<file path="src/rtl/sprite_rom_arbiter.sv">
// rtl/sprite_rom_arbiter.sv - round-robin arbiter sharing one sprite ROM between N_REQ renderers
//
// Ports:
//   vga_clk      pixel clock, all state on the rising edge
//   reset_n      asynchronous active-low reset
//   req          per-requester level read request
//   req_addr     packed request addresses, requester i at [i*ADDR_W +: ADDR_W]
//   gnt          one-hot registered grant pulse
//   rom_address  registered address to the shared ROM
//   rom_q        ROM data output
//   rd_valid     rd_data carries the result of an earlier grant
//   rd_id        requester index belonging to rd_data
//   rd_data      ROM data, combinational pass-through of rom_q
//   busy         a grant is out or a read is still travelling to rd_*
//
// Build option: define SPRITE_ARB_FIXED_PRIO_EN for strict fixed priority
// (lowest index wins, no round-robin pointer).

module sprite_rom_arbiter #(
    parameter int N_REQ   = 4,
    parameter int ADDR_W  = 8,
    parameter int DATA_W  = 4,
    parameter int ROM_LAT = 1
) (
    input  logic                       vga_clk,
    input  logic                       reset_n,
    input  logic [N_REQ-1:0]           req,
    input  logic [N_REQ*ADDR_W-1:0]    req_addr,
    output logic [N_REQ-1:0]           gnt,
    output logic [ADDR_W-1:0]          rom_address,
    input  logic [DATA_W-1:0]          rom_q,
    output logic                       rd_valid,
    output logic [$clog2(N_REQ)-1:0]   rd_id,
    output logic [DATA_W-1:0]          rd_data,
    output logic                       busy
);

    localparam int ID_W = $clog2(N_REQ);

    logic                w_any;
    logic [ID_W-1:0]     w_win;
    logic [N_REQ-1:0]    w_gnt_nxt;
    logic [ADDR_W-1:0]   w_addr_nxt;

    logic [N_REQ-1:0]    r_gnt;
    logic [ADDR_W-1:0]   r_rom_address;
    logic [ROM_LAT-1:0]  r_pipe_vld;
    logic [ID_W-1:0]     r_pipe_id [ROM_LAT];
    logic                r_rd_valid;
    logic [ID_W-1:0]     r_rd_id;

`ifndef SPRITE_ARB_FIXED_PRIO_EN
    logic [ID_W-1:0]     r_ptr;
    logic                w_found;
    int                  w_idx;
`endif

    // Winner selection
    always_comb begin
        w_any = |req;
        w_win = '0;
`ifdef SPRITE_ARB_FIXED_PRIO_EN
        // Descending scan so the lowest set index is the last to overwrite.
        for (int k = N_REQ - 1; k >= 0; k--) begin
            if (req[ID_W'(k)]) begin
                w_win = ID_W'(k);
            end
        end
`else
        w_found = 1'b0;
        w_idx   = 0;
        // Scan ptr, ptr+1, ... modulo N_REQ; first set bit wins.
        for (int k = 0; k < N_REQ; k++) begin
            w_idx = (int'(r_ptr) + k) % N_REQ;
            if (!w_found && req[ID_W'(w_idx)]) begin
                w_found = 1'b1;
                w_win   = ID_W'(w_idx);
            end
        end
`endif
    end

    // One-hot grant vector and address mux for the winner
    always_comb begin
        w_gnt_nxt  = '0;
        w_addr_nxt = r_rom_address;
        for (int k = 0; k < N_REQ; k++) begin
            if (w_any && (w_win == ID_W'(k))) begin
                w_gnt_nxt[k] = 1'b1;
                w_addr_nxt   = req_addr[k*ADDR_W +: ADDR_W];
            end
        end
    end

    // Grant, address and pointer registers
    always_ff @(posedge vga_clk or negedge reset_n) begin
        if (!reset_n) begin
            r_gnt         <= '0;
            r_rom_address <= '0;
`ifndef SPRITE_ARB_FIXED_PRIO_EN
            r_ptr         <= '0;
`endif
        end else begin
            r_gnt         <= w_gnt_nxt;
            r_rom_address <= w_addr_nxt;
`ifndef SPRITE_ARB_FIXED_PRIO_EN
            if (w_any) begin
                r_ptr <= (w_win == ID_W'(N_REQ - 1)) ? '0 : w_win + 1'b1;
            end
`endif
        end
    end

    // Latency pipeline: stage 0 is loaded on the grant edge, so stage k is
    // valid k cycles after gnt; the output register adds the final cycle so
    // rd_valid lines up with rom_q ROM_LAT cycles after the gnt cycle.
    always_ff @(posedge vga_clk or negedge reset_n) begin
        if (!reset_n) begin
            r_pipe_vld <= '0;
            for (int k = 0; k < ROM_LAT; k++) begin
                r_pipe_id[k] <= '0;
            end
            r_rd_valid <= 1'b0;
            r_rd_id    <= '0;
        end else begin
            r_pipe_vld[0] <= w_any;
            r_pipe_id[0]  <= w_win;
            for (int k = 1; k < ROM_LAT; k++) begin
                r_pipe_vld[k] <= r_pipe_vld[k-1];
                r_pipe_id[k]  <= r_pipe_id[k-1];
            end
            r_rd_valid <= r_pipe_vld[ROM_LAT-1];
            r_rd_id    <= r_pipe_id[ROM_LAT-1];
        end
    end

    assign gnt         = r_gnt;
    assign rom_address = r_rom_address;
    assign rd_valid    = r_rd_valid;
    assign rd_id       = r_rd_id;
    assign rd_data     = rom_q;
    assign busy        = (|r_gnt) | (|r_pipe_vld) | r_rd_valid;

endmodule

</file>
<file path="config.mk">
export PLATFORM = sky130hd
export DESIGN_NAME = sprite_rom_arbiter
export DESIGN_NICKNAME = d
export VERILOG_FILES = /design/src/rtl/sprite_rom_arbiter.sv
export SDC_FILE = /design/constraint.sdc
export NUM_CORES = 1
export LEC_CHECK = 0
export ABC_AREA = 1
export BUFFER_PORTS_ARGS = -buffer_cell sky130_fd_sc_hd__buf_2
export CAP_MARGIN = 20
export CORE_MARGIN = 1
export CORE_UTILIZATION = 44
export CTS_BUF_LIST = sky130_fd_sc_hd__clkbuf_8
export DETAILED_ROUTE_END_ITERATION = 10
export PLACE_DENSITY_LB_ADDON = 0.3
export SETUP_SLACK_MARGIN = 0.3
export SLEW_MARGIN = 30
export SYNTH_ARGS = -nofsm -noshare
export SYNTH_HDL_FRONTEND = slang
export SYNTH_SLANG_ARGS = --single-unit
</file>
<file path="constraint.sdc">
create_clock -name vga_clk -period 2.1 [get_ports vga_clk]
set_input_delay 0 -clock vga_clk [delete_from_list [all_inputs] [get_ports vga_clk]]
set_output_delay 0 -clock vga_clk [all_outputs]
set_load 0.02 [all_outputs]
</file>
==> flow_summary.ini, run 1 <==
[logic_synthesis]
ys_seq_area_share_pct = 36.8
async_reset_ff_share_pct = 100
synth_top_area_share_pct = 36.8
syn_area_um2 = 1360
synth_cell_types = 23
synth_edf_count = 0
avgSynthCellArea_um2 = 7.09
netlist_instances = 192
yosysMostFrequentCell = nand2_1
ys_seq_elements = 20
ys_warn_count = 0
yosys.area.top_type = dfrtp_1
yosys_most_used_dff = dfrtp_1
synth_nets = 238
yosys-top-cells-area = dfrtp_1 37%, nand2_1 19%, nand3_1 7.7%, inv_1 6.1%, nand3b_1 4.4%
synthTopCellsByCount = 69 x nand2_1, 22 x inv_1, 21 x nand3_1

[timing]
finClkSkew_ns = 0.00199
period_needed_ns = 2.26
maxSlewHeadroom_pct = 65.8
max_freq_ghz = 0.442
fin_crit_sh_pct = 108
maxSlewViolCount = 0
setup_ws_ns = -0.162
rsz0062_at_grt = true
setup_viol = 8
final_hold_viol_count = 0
worstMarginPinSlew_ns = 0.512

[layout]
area_growth_pct = 55.0
final_nets = 309
fillers = 208
postLayoutCellArea_um2 = 2110
layout-drive-gt1-share_pct = 48.9
antenna_cells = 0

[min_path]
min_from = rom_q[1]
worstHoldPathCells = 0
hold_path_end = rd_data[1]
min_path_type = in -> out

[worst_setup_path]
required_ns = 2.31
startpoint_type = flip-flop
slowest_delay_ns = 0.47
r2r-start = r_ptr[0]$_DFFE_PN0P_
r2r_slack_ns = -0.16
path_depth = 15
reg2reg_depth = 15
crit_arrival_ns = 2.47
slowest_stage = dfrtp_2
crit_buf_inv = 3
r2r_end = rom_address[0]$_DFFE_PN0P_
critPathMaxFanout = 8
worstPathCellList = buf_6, nand2_2, nand2_2, nand2_2, nand2_4, nor2_4, nand4_1, nand2_4, inv_4, ha_4, o21ai_4, nand3_2, inv_2, nand2_1, nand2_2
critPathMostFrequentCell = nand2_2
crit_family = simple AND/OR/NAND/NOR gates
worst_setup_path_end_kind = flip-flop
worst-setup-path-type = reg -> reg

[global_routing]
grt_pass1_wl_um = 6310
grt-ovfl-total = 0
grt_max_degree = 21
grt_usage_pct = 24.6
first_global_vias = 1421
antenna_found_initial = 0

[floorplan]
die_w_um = 57.6
num_rows = 19
dieArea_um2 = 3320
io_pins = 62
die_h_um = 57.6
core_um2 = 2850
start_util_pct = 47.7

[run_status]
status = finished with violations
failed_checks = design-rule violations, negative setup slack

[clocking]
cts_buffers = 3
path_clk_slew_ns = 0.08
cts_tree = done
root_buffer = clkbuf_8
h-tree-depth = 1
cts_sinks = 20
clock_insertion_delay_worst_skew_ns = 0.26
cts_buffer_depth = 2

[run]
maxCapViolCount = 0

[routing]
drt_iter0_drc = 78
drt_first_pass_iters = 8
vias_per_cell = 5.04
wl_per_cell_um = 13.0
detail-route-antenna-nets = 0
wl_um = 3800
drcViolationCount = 5
num_vias = 1478

[placed_design]
placed_cell_area_um2 = 1800
place_congestion = 0.844
hpwl_um = 2390
io_buffers = 53
## stage by stage
stage / hold slack [ns] / setup TNS, ns / worst slack [ns] / std cells / util [%]
after floorplan: -0.296 / 0 / 0.121 / 192 / -
after global placement: -0.0305 / -1.64 / -0.205 / 280 / 63.1
after detailed placement: -0.0256 / -1.62 / -0.203 / 280 / 63.1
after CTS: 0.000236 / -0.887 / -0.120 / 291 / 70.6
after global routing: 0.0000357 / -2.46 / -0.318 / 293 / 73.9
final: 0.00000777 / -1.16 / -0.162 / 293 / 73.9
## layout by cell type (no fill, tap or decap), drive strengths merged
cell type and n:
nand3 23, nand3b 8, inv 29, o21ai 11, nand2 80, nor4 1, dlygate4sd3 1, ha 4
clkbuf 3, nand4 3, buf 70, bufinv 1, and2 1, nor2 7, dfrtp 20
## worst max-delay path by stage
stage                                     from                         end  slack [ns]
after CTS                 r_ptr[0]$_DFFE_PN0P_  rom_address[5]$_DFFE_PN0P_       -0.12
after global routing      r_ptr[0]$_DFFE_PN0P_  rom_address[4]$_DFFE_PN0P_       -0.32
final                     r_ptr[0]$_DFFE_PN0P_  rom_address[0]$_DFFE_PN0P_       -0.16
after detailed placement  r_ptr[0]$_DFFE_PN0P_  rom_address[5]$_DFFE_PN0P_       -0.20
after global placement    r_ptr[0]$_DFFE_PN0P_  rom_address[5]$_DFFE_PN0P_       -0.21
after floorplan           r_ptr[0]$_DFFE_PN0P_  rom_address[4]$_DFFE_PN0P_        0.12
## layer usage
metal | vias to the layer above | wire (um) | global-route usage (%) | share of wire (%)
li1 | 748 | - | - | -
met2 | 60 | 1880 | 42.0 | 49
met5 | - | 0 | 0 | 0
met4 | 0 | 104 | 11.5 | 2.7
met3 | 10 | 213 | 1.56 | 5.6
met1 | 660 | 1610 | 31.9 | 42
## cell type report
| cell class | instances | area (um^2) | share of cell area (%) |
|---|---|---|---|
| repair buffers | 71 | 457 | 21.6 |
| clock inverters | 1 | 30.0 | 1.42 |
| clock buffers | 3 | 41.3 | 1.96 |
| flip-flops and latches | 20 | 502 | 23.8 |
| inverters | 29 | 129 | 6.11 |
| multi-input cells | 138 | 912 | 43.2 |
| well taps | 31 | 38.8 | 1.84 |
## flip-flops by register name (all words and copies together) (netlist names)
register and flops:
gnt 4, r_pipe_id 2, r_pipe_vld 1, r_ptr 2
rd_id 2, rd_valid 1, rom_address 8
## timing repair
action,in CTS,in global routing
endpoints found under the setup margin,13,13
setup buffers,4,1
endpoints found under the hold margin,20,0
hold buffers,1,0
gates cloned,2,1
gates resized for setup,20,17
pin swaps,20,15
## cell families (layout without fill, tap and decap cells)
logic type | after synthesis | after routing | synth area share, %
AOI/OAI and AO/OA | 11 | 11 | 4.04
adders and majority gates | 4 | 4 | 3.68
buffers and inverters | 37 | 104 | 12.5
DFF | 20 | 20 | 36.8
and+or+nand+nor | 120 | 123 | 43.0
Power of run 1 is left out: the tool's default activity adds up to more than one toggle a clock period on the data nets, which glitch-free logic cannot reach.
==> inputs of run 2 (changes only) <==
- CORE_ASPECT_RATIO: not set -> 1.4
- GPL_TIMING_DRIVEN: not set -> 0
==> flow_summary.ini, run 2 (synthesis results as in run 1) <==
[floorplan]
die_h_um = 67.8
dieArea_um2 = 3320
die_w_um = 49.0
core_um2 = 2910
start_util_pct = 46.8
num_rows = 23
io_pins = 62

[clocking]
cts_sinks = 20
cts_tree = done
cts_buffers = 3
root_buffer = clkbuf_8
path_clk_slew_ns = 0.07
h-tree-depth = 1
clock_insertion_delay_worst_skew_ns = 0.26
cts_buffer_depth = 2

[layout]
mostFrequentLayoutCells = 61 x nand2_1, 58 x buf_2, 20 x inv_1
final_nets = 310
area_growth_pct = 50.1
regArea_um2 = 502
layout_commonest_cell = nand2_1
multi_input_area_um2 = 880
layout-drive-gt1-share_pct = 47.1
fillers = 243
largest_reg_flops = 8
antenna_cells = 0

[routing]
drcViolationCount = 0
detail-route-antenna-nets = 0
vias_per_cell = 4.89
num_vias = 1468
wl_um = 3630
wl_per_cell_um = 12.1
drt_iter0_drc = 40
drt_first_pass_iters = 4

[timing]
maxSlewViolCount = 0
fin_tns_setup_ns = -0.993
maxSlewHeadroom_pct = 71.6
setup_viol = 8
setup_ws_ns = -0.142
fin_crit_sh_pct = 107
period_needed_ns = 2.24
final_hold_viol_count = 0
worstMarginPinSlew_ns = 0.426
rsz0062_at_grt = true
finClkSkew_ns = 0.00174
max_freq_ghz = 0.446

[run_status]
failed_checks = negative setup slack
status = finished with violations

[worst_setup_path]
startpoint_type = flip-flop
worst_setup_path_end_kind = flip-flop
crit_family = simple AND/OR/NAND/NOR gates
worst-setup-path-type = reg -> reg
slowest_stage = dfrtp_1
slowest_delay_ns = 0.38
worstPathCellList = buf_6, inv_8, nand2_2, nand2_2, nand2_2, nand2_4, nor2_4, nand4_1, nand2_2, inv_4, ha_4, o21ai_4, nand3_4, o21ai_1, inv_1, nand2_1, nand2_1
crit_arrival_ns = 2.40
critPathMaxFanout = 6
required_ns = 2.26
crit_buf_inv = 4
critPathMostFrequentCell = nand2_2

[global_routing]
grt_max_degree = 21
grt_usage_pct = 22.9
first_global_vias = 1298
grt_pass1_wl_um = 5690
grt-ovfl-total = 0
antenna_found_initial = 0

[placed_design]
place_congestion = 0.770
hpwl_um = 2550
io_buffers = 57

[min_path]
min_path_type = in -> reg

[run]
maxCapViolCount = 0
==> run 2: what timing repair did <==
item,in CTS,in global routing
endpoints found under the setup margin,13,13
pin swaps,21,12
endpoints found under the hold margin,20,0
buffers inserted,4,1
gates cloned,2,2
gates resized for setup,10,18
hold buffers,1,0
==> run 2: layout make-up <==
class	count	share of cell area, %
multi-input cells	138	43.0
flip-flops and latches	20	24.6
repair buffers	64	16.7
inverters	29	6.43
plain buffers	8	3.55
well taps	37	2.27
clock buffers	3	2.02
clock inverters	1	1.47
==> run 2: worst register-to-register path: cells and delay by family (launching register included) <==
| kind | cells | cell delay [ns] |
|---|---|---|
| fa+ha+maj | 1 | 0.17 |
| simple gates | 10 | 0.96 |
| flops | 1 | 0.38 |
| compound gates | 2 | 0.33 |
| buf+inv | 4 | 0.32 |
==> run 2: routing by layer <==
layer  track usage [%]  routed length, um
met5                 0                  0
met4              15.8                 80
met3              3.78                157
met2              39.6               1970
met1              26.1               1420
==> run 2: worst paths after layout <==
check | end | slack (ns) | from | cells after the start
max | rom_address[2]$_DFFE_PN0P_ | -0.14 | r_ptr[0]$_DFFE_PN0P_ | 17
min | rom_address[7]$_DFFE_PN0P_ | 0.03 | req_addr[31] | 5
max reg2reg | rom_address[2]$_DFFE_PN0P_ | -0.14 | r_ptr[0]$_DFFE_PN0P_ | 17
min reg2reg | rd_id[0]$_DFF_PN0_ | 0.35 | r_pipe_id[0]$_DFF_PN0_ | 0
max in group asynchronous | r_ptr[1]$_DFFE_PN0P_ | 1.58 | reset_n | 2
min in group asynchronous | gnt[3]$_DFF_PN0_ | 0.20 | reset_n | 2
==> run 2: metrics by stage <==
step | instance area (um^2) | utilization (%) | worst slack (ns) | hold WS [ns] | cells
4_1_cts | 1950 | 67.0 | -0.109 | 0.0297 | 297
3_3_place_gp | 1780 | 61.3 | -0.0992 | -0.0404 | 286
2_1_floorplan | 1450 | - | 0.121 | -0.296 | 192
6_report | 2040 | 70.3 | -0.142 | 0.0299 | 300
3_5_place_dp | 1780 | 61.3 | -0.131 | -0.0389 | 286
5_1_grt | 2040 | 70.3 | -0.308 | 0.0602 | 300
Power of run 2 is left out for the same reason.
